<file path="src/rtl/rst_seq_if.sv">
`default_nettype none
// ============================================================================
//  Module      : rst_seq_if
//  Description : Lock/request inputs and sequenced reset outputs of the
//                reset release sequencer.
//  Revision    : 1.0 - initial release
// ============================================================================
interface rst_seq_if #(
    parameter int NUM_RST = 4
);
    logic               lock_i;
    logic               sw_rst_req_i;
    logic [NUM_RST-1:0] rst_n_o;
    logic               done_o;
    logic               busy_o;

    // Side that supplies lock/request and observes the domain resets
    modport master (
        output lock_i,
        output sw_rst_req_i,
        input  rst_n_o,
        input  done_o,
        input  busy_o
    );

    // The sequencer itself
    modport slave (
        input  lock_i,
        input  sw_rst_req_i,
        output rst_n_o,
        output done_o,
        output busy_o
    );
endinterface
`default_nettype wire

</file>
<file path="src/rtl/rst_seq.sv">
`default_nettype none
// ============================================================================
//  Module      : rst_seq
//  Description : Reset release sequencer. Holds all domain resets for
//                HOLD_CYC clean cycles, then releases them one by one in index
//                order every STEP_DLY cycles. Loss of lock or a software
//                request re-asserts everything and restarts the sequence.
//  Revision    : 1.0 - initial release
// ============================================================================
module rst_seq #(
    parameter int NUM_RST  = 4,
    parameter int HOLD_CYC = 16,
    parameter int STEP_DLY = 8
) (
    input  wire      clk_i,
    input  wire      rst_n_i,
    rst_seq_if.slave bus
);

    localparam int c_MAX_DLY = (HOLD_CYC > STEP_DLY) ? HOLD_CYC : STEP_DLY;
    localparam int c_CNT_W   = $clog2(c_MAX_DLY + 1);
    localparam int c_IDX_W   = $clog2(NUM_RST + 1);

    localparam logic [c_CNT_W-1:0] c_HOLD_LAST = c_CNT_W'(HOLD_CYC - 1);
    localparam logic [c_CNT_W-1:0] c_STEP_LAST = c_CNT_W'(STEP_DLY - 1);
    localparam logic [c_IDX_W-1:0] c_IDX_LAST  = c_IDX_W'(NUM_RST - 1);

    localparam logic [1:0] c_ST_HOLD    = 2'd0;
    localparam logic [1:0] c_ST_RELEASE = 2'd1;
    localparam logic [1:0] c_ST_DONE    = 2'd2;

    logic [1:0]         r_state;
    logic [c_CNT_W-1:0] r_cnt;
    logic [c_IDX_W-1:0] r_idx;
    logic [NUM_RST-1:0] r_rst_n;
    logic               r_done;
    logic               r_busy;

    logic [1:0]         w_state_nxt;
    logic [c_CNT_W-1:0] w_cnt_nxt;
    logic [c_IDX_W-1:0] w_idx_nxt;
    logic [NUM_RST-1:0] w_rst_n_nxt;
    logic               w_done_nxt;
    logic [NUM_RST-1:0] w_idx_mask;

    // Re-assert has priority over everything, including a coincident release
    wire w_reassert = bus.sw_rst_req_i | ~bus.lock_i;
    wire w_hold_hit = (r_cnt == c_HOLD_LAST);
    wire w_step_hit = (r_cnt == c_STEP_LAST);
    wire w_last_idx = (r_idx == c_IDX_LAST);

    // State and registered outputs; async reset forces the fully-held state
    always_ff @(posedge clk_i or negedge rst_n_i) begin
        if (!rst_n_i) begin
            r_state <= c_ST_HOLD;
            r_cnt   <= '0;
            r_idx   <= '0;
            r_rst_n <= '0;
            r_done  <= 1'b0;
            r_busy  <= 1'b1;
        end else begin
            r_state <= w_state_nxt;
            r_cnt   <= w_cnt_nxt;
            r_idx   <= w_idx_nxt;
            r_rst_n <= w_rst_n_nxt;
            r_done  <= w_done_nxt;
            r_busy  <= ~w_done_nxt;
        end
    end

    // One-hot decode of the index of the next bit to release
    always_comb begin
        w_idx_mask = '0;
        for (int k = 0; k < NUM_RST; k++) begin
            if (r_idx == c_IDX_W'(k)) begin
                w_idx_mask[k] = 1'b1;
            end
        end
    end

    // Next-state selection
    always_comb begin
        w_state_nxt = r_state;
        if (w_reassert) begin
            w_state_nxt = c_ST_HOLD;
        end else begin
            case (r_state)
                c_ST_HOLD:    if (w_hold_hit) w_state_nxt = c_ST_RELEASE;
                c_ST_RELEASE: if (w_step_hit && w_last_idx) w_state_nxt = c_ST_DONE;
                c_ST_DONE:    w_state_nxt = c_ST_DONE;
                default:      w_state_nxt = c_ST_HOLD;
            endcase
        end
    end

    // Next values of counter, index and the registered outputs
    always_comb begin
        w_cnt_nxt   = r_cnt;
        w_idx_nxt   = r_idx;
        w_rst_n_nxt = r_rst_n;
        w_done_nxt  = r_done;
        if (w_reassert) begin
            w_cnt_nxt   = '0;
            w_idx_nxt   = '0;
            w_rst_n_nxt = '0;
            w_done_nxt  = 1'b0;
        end else begin
            case (r_state)
                c_ST_HOLD: begin
                    w_rst_n_nxt = '0;
                    w_done_nxt  = 1'b0;
                    w_idx_nxt   = '0;
                    w_cnt_nxt   = w_hold_hit ? '0 : r_cnt + c_CNT_W'(1);
                end
                c_ST_RELEASE: begin
                    if (w_step_hit) begin
                        w_cnt_nxt   = '0;
                        w_rst_n_nxt = r_rst_n | w_idx_mask;
                        w_idx_nxt   = w_last_idx ? '0 : r_idx + c_IDX_W'(1);
                        w_done_nxt  = w_last_idx;
                    end else begin
                        w_cnt_nxt = r_cnt + c_CNT_W'(1);
                    end
                end
                c_ST_DONE: begin
                    w_cnt_nxt   = '0;
                    w_idx_nxt   = '0;
                    w_rst_n_nxt = '1;
                    w_done_nxt  = 1'b1;
                end
                default: begin
                    w_cnt_nxt   = '0;
                    w_idx_nxt   = '0;
                    w_rst_n_nxt = '0;
                    w_done_nxt  = 1'b0;
                end
            endcase
        end
    end

    assign bus.rst_n_o = r_rst_n;
    assign bus.done_o  = r_done;
    assign bus.busy_o  = r_busy;

endmodule
`default_nettype wire
</file>
<file path="src/flat_wrapper.sv">
// flat-port wrapper written by rule: the top's interface ports become plain ports
module rst_seq_flat 
#(
    parameter int NUM_RST  = 4,
    parameter int HOLD_CYC = 16,
    parameter int STEP_DLY = 8
)
  (clk_i, rst_n_i, bus_lock_i, bus_sw_rst_req_i, bus_rst_n_o, bus_done_o, bus_busy_o);
  rst_seq_if #(.NUM_RST(NUM_RST)) bus_i ();
  input  wire clk_i;
  input  wire rst_n_i;
  input wire logic [$bits(bus_i.lock_i)-1:0] bus_lock_i;
  input wire logic [$bits(bus_i.sw_rst_req_i)-1:0] bus_sw_rst_req_i;
  output wire logic [$bits(bus_i.rst_n_o)-1:0] bus_rst_n_o;
  output wire logic [$bits(bus_i.done_o)-1:0] bus_done_o;
  output wire logic [$bits(bus_i.busy_o)-1:0] bus_busy_o;
  assign bus_i.lock_i = bus_lock_i;
  assign bus_i.sw_rst_req_i = bus_sw_rst_req_i;
  assign bus_rst_n_o = bus_i.rst_n_o;
  assign bus_done_o = bus_i.done_o;
  assign bus_busy_o = bus_i.busy_o;
  rst_seq #(.NUM_RST(NUM_RST), .HOLD_CYC(HOLD_CYC), .STEP_DLY(STEP_DLY)) u_core (.clk_i(clk_i), .rst_n_i(rst_n_i), .bus(bus_i));
endmodule
</file>
<file path="config.mk">
export PLATFORM = sky130hd
export DESIGN_NAME = rst_seq_flat
export DESIGN_NICKNAME = d
export VERILOG_FILES = /design/src/rtl/rst_seq_if.sv /design/src/rtl/rst_seq.sv /design/src/flat_wrapper.sv
export SDC_FILE = /design/constraint.sdc
export NUM_CORES = 1
export LEC_CHECK = 0
export ABC_AREA = 1
export CAP_MARGIN = 30
export CORE_MARGIN = 2
export CORE_UTILIZATION = 42
export CTS_CLUSTER_SIZE = 10
export DETAILED_ROUTE_END_ITERATION = 8
export PLACE_DENSITY = 0.67
export SYNTH_ARGS = -nofsm -noshare
export SYNTH_HDL_FRONTEND = slang
export SYNTH_SLANG_ARGS = --single-unit
</file>
<file path="constraint.sdc">
create_clock -name clk_i -period 1.7 [get_ports clk_i]
set_input_delay 0.425 -clock clk_i [delete_from_list [all_inputs] [get_ports clk_i]]
set_output_delay 0.425 -clock clk_i [all_outputs]
set_load 0.02 [all_outputs]
</file>
# Word-level counts from Yosys, hierarchy flattened
# Cells that the tools add are included.
[word_totals]
ff_bits = 16
input_bits = 4
output_inout_bits = 6
elab_cells = 48
[op_classes]
addsub = 2
n_eq_ne = 10
muxes = 22
n_bitwise = 4
reduce_logical = 4
[op_table]
columns = ["cell", "count"]
rows = [
  ["two-way mux 5 bit", 3],
  ["two-way mux 3 bit", 4],
  ["case mux 5 bit (2 select lines)", 1],
  ["!= test 3 x 1 -> 1 bit (second input constant)", 3],
  ["two-way mux 4 bit", 2],
  ["case mux 4 bit (2 select lines)", 1],
  ["== test 3 x 2 -> 1 bit (second input constant)", 2],
  ["two-way mux 1 bit", 6],
  ["two-way mux 2 bit", 3],
  ["case mux 2 bit (3 select lines)", 1],
  ["adder 5 x 1 -> 5 bit (second input constant)", 1],
  ["== test 5 x 3 -> 1 bit (second input constant)", 1],
  ["== test 5 x 4 -> 1 bit (second input constant)", 1],
  ["OR 4 bit", 1],
  ["adder 3 x 1 -> 3 bit (second input constant)", 1],
  ["== test 3 x 1 -> 1 bit (second input constant)", 1],
  ["logical NOT 3 bit", 1],
  ["== test 2 x 1 -> 1 bit (second input constant)", 1],
  ["== test 2 bit (second input constant)", 1],
  ["logical NOT 2 bit", 1],
  ["NOT 1 bit", 2],
  ["case mux 1 bit (2 select lines)", 1],
  ["AND reduction 2 bit", 1],
  ["logical AND 1 bit", 1],
  ["OR 1 bit", 1],
]

# Logic depth before layout (Yosys ltp)
# Gate-level depths: netlist of the first run.
[depth]
word_depth = 6
depth_mapped = 9
mapped_depth_nobuf = 9

# Worst setup path after synthesis of the first run
# Ideal clock, no wire load.
[synth_timing]
kind = "reg-to-reg"
startpoint = "register u_core.r_cnt[0]"
endpoint = "register u_core.r_cnt[0]"
setup_ns = 0.080
t_arrival_ns = 1.245
t_required_ns = 1.620
slack_ns = 0.375
stages_incl_launch_ff = 9
n_path_buf = 0
period_less_slack_ns = 1.325
path_cell_list = "dfrtp_1 -> ha_1 -> nand2_1 -> nor2_1 -> ha_1 -> inv_1 -> nand2_1 -> nand2_1 -> nor3b_2"
[synth_via]
elab_chain_len = 4
word_cells_on_any_way = 7
classes_between = "add/sub: 1; eq/ne: 2; mux: 4"
[synth_lines]
columns = ["element", "line", "text"]
rows = [
  ["start: declaration", "rst_seq.sv:33", "logic [c_CNT_W-1:0] r_cnt;"],
  ["start signal: assignment", "rst_seq.sv:63", "r_cnt <= w_cnt_nxt;"],
  ["adder 5 x 1 -> 5 bit (tied with other cells)", "rst_seq.sv:113, rst_seq.sv:122", ""],
  ["two-way mux 5 bit, on equally long branches", "rst_seq.sv:116, rst_seq.sv:113", ""],
  ["case mux 5 bit (2 select lines) (*)", "rst_seq.sv:108", "case (r_state)"],
  ["two-way mux 5 bit (*)", "rst_seq.sv:102", "if (w_reassert) begin"],
  ["net u_core.w_cnt_nxt[0]", "rst_seq.sv:40", "logic [c_CNT_W-1:0] w_cnt_nxt;"],
]
# The timed path passes the listed nets; every way through them passes the cells marked *.
# A chain may end at the register's enable or synchronous reset.

# Worst setup path in the final report of the first run
[layout_timing]
startpoint = "register u_core.r_rst_n[1], in the netlist u_core.bus.rst_n_o[1]"
endpoint = "output port bus_rst_n_o[1]"
[layout_lines]
columns = ["element", "line", "text"]
rows = [
  ["start: declaration", "rst_seq.sv:35", "logic [NUM_RST-1:0] r_rst_n;"],
  ["start signal: assignment", "rst_seq.sv:65", "r_rst_n <= w_rst_n_nxt;"],
  ["end: declaration", "flat_wrapper.sv:14", "output wire logic [$bits(bus_i.rst_n_o)-1:0] bus_rst_n_o;"],
]
# No word-level cell between the ends.

==> impl_metrics.env, run 1 <==
export IMPL_status="completed"
export IMPL_path_delay_family="buffers and inverters"
export IMPL_powerDensity_mw_per_mm2=572
export IMPL_rsz0062_at_grt="no"
export IMPL_p_comb_frac=0.046
export IMPL_fin_ws_ns=0.0390
export IMPL_worst_pin_slew_ns=0.229
export IMPL_r2r_end="u_core.r_state[1]"
export IMPL_cp_data_required_time_ns=1.27
export IMPL_final_common_cell="nand2_1"
export IMPL_cp_max_fo=2
export IMPL_fin_crit_sh=0.977
export IMPL_die_h_um=52.5
export IMPL_postRouteWirelength_mm=1.82
export IMPL_yosys_warnings=0
export IMPL_avgViaCountPerCell=4.75
export IMPL_cp_num_buf_inv=1
export IMPL_whs_ns=0.459
export IMPL_arrival_ns=1.24
export IMPL_cts_made_buffers=3
export IMPL_antenna_found_initial=0
export IMPL_cp_endpoint="bus_rst_n_o[1]"
export IMPL_finalInstanceArea_mm2=0.00116
export IMPL_fin_skew_ns=0.00358
export IMPL_pwr_share_seq=0.578
export IMPL_fill_cells=224
export IMPL_switching_share=0.211
export IMPL_relSlewSlack=0.847
export IMPL_design_die_area_mm2=0.00276
export IMPL_numPortBuffers=9
export IMPL_cellLeakagePower_nw=0.625
export IMPL_drc=0
export IMPL_tns_ns=0
export IMPL_p_int_uw=525
export IMPL_crit_type="register to output pin"
export IMPL_syn_avg_cell_area_um2=8.75
export IMPL_ant_nets=0
export IMPL_min_period_ns=1.66
export IMPL_r2r_start="u_core.r_cnt[0]"
export IMPL_nets=142
export IMPL_globalplace_congestion=0.783
export IMPL_drive_above_1_share=0.165
export IMPL_vias=737
export IMPL_num_io_pins=10
export IMPL_pre_cts_slack_ns=0.107
export IMPL_grtUsageTotal=0.164
export IMPL_placed_cell_area_mm2=0.00112
export IMPL_cts_buffer_depth=2
export IMPL_p_switching_uw=140
export IMPL_final_cell_mix="nand2_1 (24), inv_1 (20), dfrtp_1 (15), ha_1 (10), a21oi_1 (8)"
export IMPL_core_mm2=0.00221
export IMPL_grt_max_degree=17
export IMPL_clock_latency_ns=0.28
export IMPL_cp_start_kind="register"
export IMPL_yosys_register_bits=16
export IMPL_synth_area_um2=988
export IMPL_path_clk_slew_ns=0.10
export IMPL_slew_violations=0
export IMPL_drt_iter0_drc=13
export IMPL_critPathSlowestCell="clkdlybuf4s50_1"
export IMPL_p_total_uw=665
export IMPL_tritoncts="done"
export IMPL_r2r_cells=9
export IMPL_yosysSeqAreaShare=0.406
export IMPL_finalHoldViolCount=0
export IMPL_crit_chain="clkdlybuf4s50_1"
export IMPL_num_rows=17
export IMPL_slowest_delay_ns=0.60
export IMPL_die_w_um=52.5
export IMPL_overflow=0
export IMPL_postCtsSetupBuffers=0
export IMPL_multiInputGateArea_um2=488
export IMPL_startpoint="u_core.bus.rst_n_o[1]"
export IMPL_grt_pass1_vias=730
export IMPL_clockRootBuffer="clkbuf_4"
export IMPL_syn_to_final_growth_pct=17.6
export IMPL_min_path_type="primary input to asynchronous set/reset pin"
export IMPL_synthCells=113
export IMPL_clock_sinks=16
export IMPL_firstDrtPassIters=4
export IMPL_drv_cap=0
export IMPL_setup_violations=0
export IMPL_grt_pass1_wl_mm=3.31
export IMPL_clock_power_share=0.376
export IMPL_seqCellArea_um2=402
export IMPL_n_antenna_cell=0
export IMPL_synth_nets=127
export IMPL_ctsHoldBuffers=0
export IMPL_crit_cells=1
export IMPL_crit_path_end_kind="output pin"
export IMPL_post_drt_wl_per_cell_um=11.8
export IMPL_start_util=0.447
export IMPL_max_clock_freq_mhz=602
export IMPL_yosysUniqueCellTypes=24
export IMPL_ir_drop_uv=563
export IMPL_htreeDepth=1
export IMPL_rrSetupSlack_ns=0.21
export IMPL_hpwl_mm=1.48
[what timing repair did]
item,CTS,global route
cloned,0,0
resized for setup,1,4
setup endpoints to repair,1,4
[Yosys cell counts]
library cell,number,share of area
nor3_1,1,0.0051
nand3_2,1,0.010
nor2_1,4,0.015
nand4_1,2,0.013
dfstp_2,1,0.027
inv_2,1,0.0038
inv_6,1,0.0089
a21oi_1,8,0.041
nor3b_2,1,0.013
buf_6,1,0.011
nor2_8,1,0.020
nand2_1,24,0.091
o21ai_0,1,0.0051
nand3b_1,1,0.0076
o22ai_1,6,0.038
ha_1,10,0.13
inv_1,20,0.076
dfrtp_1,15,0.38
xor2_1,1,0.0089
nand3_1,3,0.015
nand2_2,2,0.013
nor2_2,3,0.019
nand2_4,4,0.046
o211ai_1,1,0.0076
[stage by stage]
step	util	std cells
after detailed placement	0.505	151
after global routing	0.525	155
after global placement	0.505	151
after CTS	0.521	155
after floorplan	-	113
final	0.525	155
[per-layer routing]
metal / track usage / vias up / part of all wire
met3: 0.0257 / 2 / 0.046
met2: 0.260 / 16 / 0.47
met1: 0.233 / 334 / 0.48
met4: 0.0385 / 0 / 0.0055
met5: 0 / - / 0
li1: - / 385 / -
[how the worst min path moves through the flow]
stage | endpoint | slack, ns
after floorplan | u_core.bus.done_o | 0.13
after global placement | u_core.r_state[0] | 0.50
after detailed placement | u_core.r_cnt[0] | 0.49
after CTS | u_core.bus.rst_n_o[1] | 0.46
after global routing | u_core.r_idx[1] | 0.46
final | u_core.r_idx[0] | 0.46
[power groups by stage]
stage	Sequential [mW]	Combinational, mW	Clock (mW)
floorplan	0.392	0.0121	0
global placement	0.392	0.0308	0
detailed placement	0.392	0.0315	0
CTS	0.385	0.0315	0.258
global route	0.385	0.0352	0.274
finish	0.385	0.0305	0.250
[flip-flops by register name (all words and copies together), names as in the netlist]
signal / flops
u_core.bus.busy_o: 1
u_core.bus.done_o: 1
u_core.bus.rst_n_o: 4
u_core.r_cnt: 5
u_core.r_idx: 3
u_core.r_state: 2
[cell type report]
cell class,instances,area share
flip-flops and latches,16,0.346
clock buffers,4,0.0312
multi-input cells,74,0.420
inverters,22,0.0754
well taps,28,0.0301
repair buffers,11,0.0980
[cell families after synthesis]
logic type	count (synthesis)	synth area share
AND/OR/NAND/NOR	47	0.267
buffers and inverters	23	0.100
AO/OA/AOI/OAI	16	0.0911
flip-flops	16	0.406
adder cells (fa/ha/maj)	10	0.127
XOR/XNOR	1	0.00886
(Power assumes the default switching activity.)
==> run 2, diff against run 1 <==
--- a/config.mk
+++ b/config.mk
@@ -12,6 +12,7 @@
 export CTS_CLUSTER_SIZE = 10
 export DETAILED_ROUTE_END_ITERATION = 8
 export PLACE_DENSITY = 0.67
+export SETUP_SLACK_MARGIN = 0.2
 export SYNTH_ARGS = -nofsm -noshare
 export SYNTH_HDL_FRONTEND = slang
 export SYNTH_SLANG_ARGS = --single-unit
==> run 2 against run 1 <==
Against the previous run:
- sequential power hardly changed
- clock-buffer cell count is the same
- global-route usage grew 0.12 points
- flip-flop and latch count did not move
- sequential share of layout area is 0.44 points lower
- combinational power up 9.8%
- register-to-register slack improved by 0.11 ns
- critical path depth stayed put
- non-clock buffer count up 1
- maximum frequency is 17% higher
- die area did not move
==> impl_metrics.env, run 2 (synthesis gave the netlist of run 1 again) <==
export IMPL_grt_pass1_wl_mm=3.33
export IMPL_r2r_end="u_core.r_cnt[0]"
export IMPL_setup_violations=0
export IMPL_avgViaCountPerCell=4.67
export IMPL_min_period_ns=1.42
export IMPL_relSlewSlack=0.847
export IMPL_postRouteWirelength_mm=1.86
export IMPL_overflow=0
export IMPL_die_w_um=52.5
export IMPL_grt_max_degree=17
export IMPL_multiInputGateArea_um2=515
export IMPL_cellLeakagePower_nw=0.581
export IMPL_finalHoldViolCount=0
export IMPL_largest_reg_flops=5
export IMPL_registers_top_by_ff_count="u_core.r_cnt"
export IMPL_numPortBuffers=9
export IMPL_htreeDepth=1
export IMPL_drc=0
export IMPL_critPathSlowestCell="dfrtp_1"
export IMPL_post_drt_wl_per_cell_um=11.9
export IMPL_post_place_cells=151
export IMPL_grt_pass1_vias=733
export IMPL_tritoncts="done"
export IMPL_drt_iter0_drc=13
export IMPL_num_io_pins=10
export IMPL_instances_no_fill=156
export IMPL_drv_cap=0
export IMPL_arrival_ns=1.00
export IMPL_rsz0062_at_grt="no"
export IMPL_globalplace_congestion=0.783
export IMPL_tns_ns=0
export IMPL_worst_pin_slew_ns=0.230
export IMPL_rrSetupSlack_ns=0.32
export IMPL_path_clk_slew_ns=0.10
export IMPL_crit_path_end_kind="output pin"
export IMPL_r2r_start="u_core.r_cnt[0]"
export IMPL_cts_made_buffers=3
export IMPL_vias=728
export IMPL_nets=143
export IMPL_r2r_cells=8
export IMPL_cts_buffer_depth=2
export IMPL_post_route_util=0.532
export IMPL_grtUsageTotal=0.165
export IMPL_cp_data_required_time_ns=1.27
export IMPL_cp_num_buf_inv=1
export IMPL_slew_violations=0
export IMPL_core_mm2=0.00221
export IMPL_clock_sinks=16
export IMPL_cp_max_fo=2
export IMPL_fill_cells=215
export IMPL_hpwl_mm=1.48
export IMPL_powerDensity_mw_per_mm2=570
export IMPL_status="completed"
export IMPL_whs_ns=0.458
export IMPL_die_h_um=52.5
export IMPL_final_common_cell="nand2_1"
export IMPL_design_die_area_mm2=0.00276
export IMPL_firstDrtPassIters=4
export IMPL_n_antenna_cell=0
export IMPL_slowest_delay_ns=0.39
export IMPL_syn_to_final_growth_pct=19.1
export IMPL_num_rows=17
export IMPL_clock_latency_ns=0.28
export IMPL_max_clock_freq_mhz=704
export IMPL_path_delay_family="flip-flops"
export IMPL_start_util=0.447
export IMPL_antenna_found_initial=0
export IMPL_crit_type="register to output pin"
export IMPL_min_path_type="primary input to asynchronous set/reset pin"
export IMPL_drive_above_1_share=0.227
export IMPL_ir_drop_uv=568
export IMPL_fin_crit_sh=0.836
export IMPL_ant_nets=0
export IMPL_final_cell_mix="nand2_1 (22), inv_1 (19), dfrtp_1 (15), a21oi_1 (8), ha_1 (8)"
export IMPL_cp_start_kind="register"
export IMPL_fin_skew_ns=0.00202
export IMPL_clockRootBuffer="clkbuf_4"
export IMPL_crit_chain="dlygate4sd2_1"
export IMPL_seqCellArea_um2=402
[run 2: cell type report]
| cell class | count | share of cell area |
|---|---|---|
| Multi-Input combinational cell | 74 | 0.438 |
| Tap cell | 28 | 0.0298 |
| Timing Repair Buffer | 12 | 0.0861 |
| Sequential cell | 16 | 0.341 |
| Clock buffer | 4 | 0.0308 |
| Inverter | 22 | 0.0744 |
[run 2: worst max path at each step]
stage	from	to	slack [ns]	cells after the start
2_1_floorplan	u_core.r_cnt[0]	u_core.r_cnt[0]	0.38	8
3_3_place_gp	bus_lock_i	u_core.bus.rst_n_o[2]	0.09	5
3_5_place_dp	bus_lock_i	u_core.bus.rst_n_o[0]	0.11	5
4_1_cts	u_core.bus.busy_o	bus_busy_o	0.15	1
5_1_grt	u_core.r_cnt[1]	u_core.r_cnt[0]	0.22	8
6_report	u_core.bus.rst_n_o[0]	bus_rst_n_o[0]	0.28	1
[run 2: where the power goes]
group          leakage [nW]  total, mW  internal (mW)  switching (mW)
combinational         0.341     0.0335         0.0142          0.0193
sequential            0.219      0.384          0.383         0.00170
clock                0.0210      0.253          0.130           0.123
[run 2: timing repair]
item | CTS | global route
setup buffers | 0 | 1
setup endpoints to repair | 6 | 8
pin swaps | 0 | 3
resized for setup | 6 | 10
hold buffers | 0 | 0
endpoints found under the hold margin | 0 | 0
[run 2: routing by layer]
layer | part of all wire | routed length (um) | track usage
met1 | 0.51 | 941 | 0.233
met2 | 0.47 | 876 | 0.265
met3 | 0.018 | 33 | 0.0257
met4 | 0.0059 | 11 | 0.0385
met5 | 0 | 0 | 0
[run 2: metrics by stage]
step | power, mW | instance area (um^2) | setup WS, ns
final | 0.671 | 1180 | 0.279
after floorplan | 0.404 | 988 | 0.375
after CTS | 0.674 | 1150 | 0.149
after global placement | 0.423 | 1120 | 0.0884
after global routing | 0.697 | 1180 | 0.223
after detailed placement | 0.424 | 1120 | 0.107
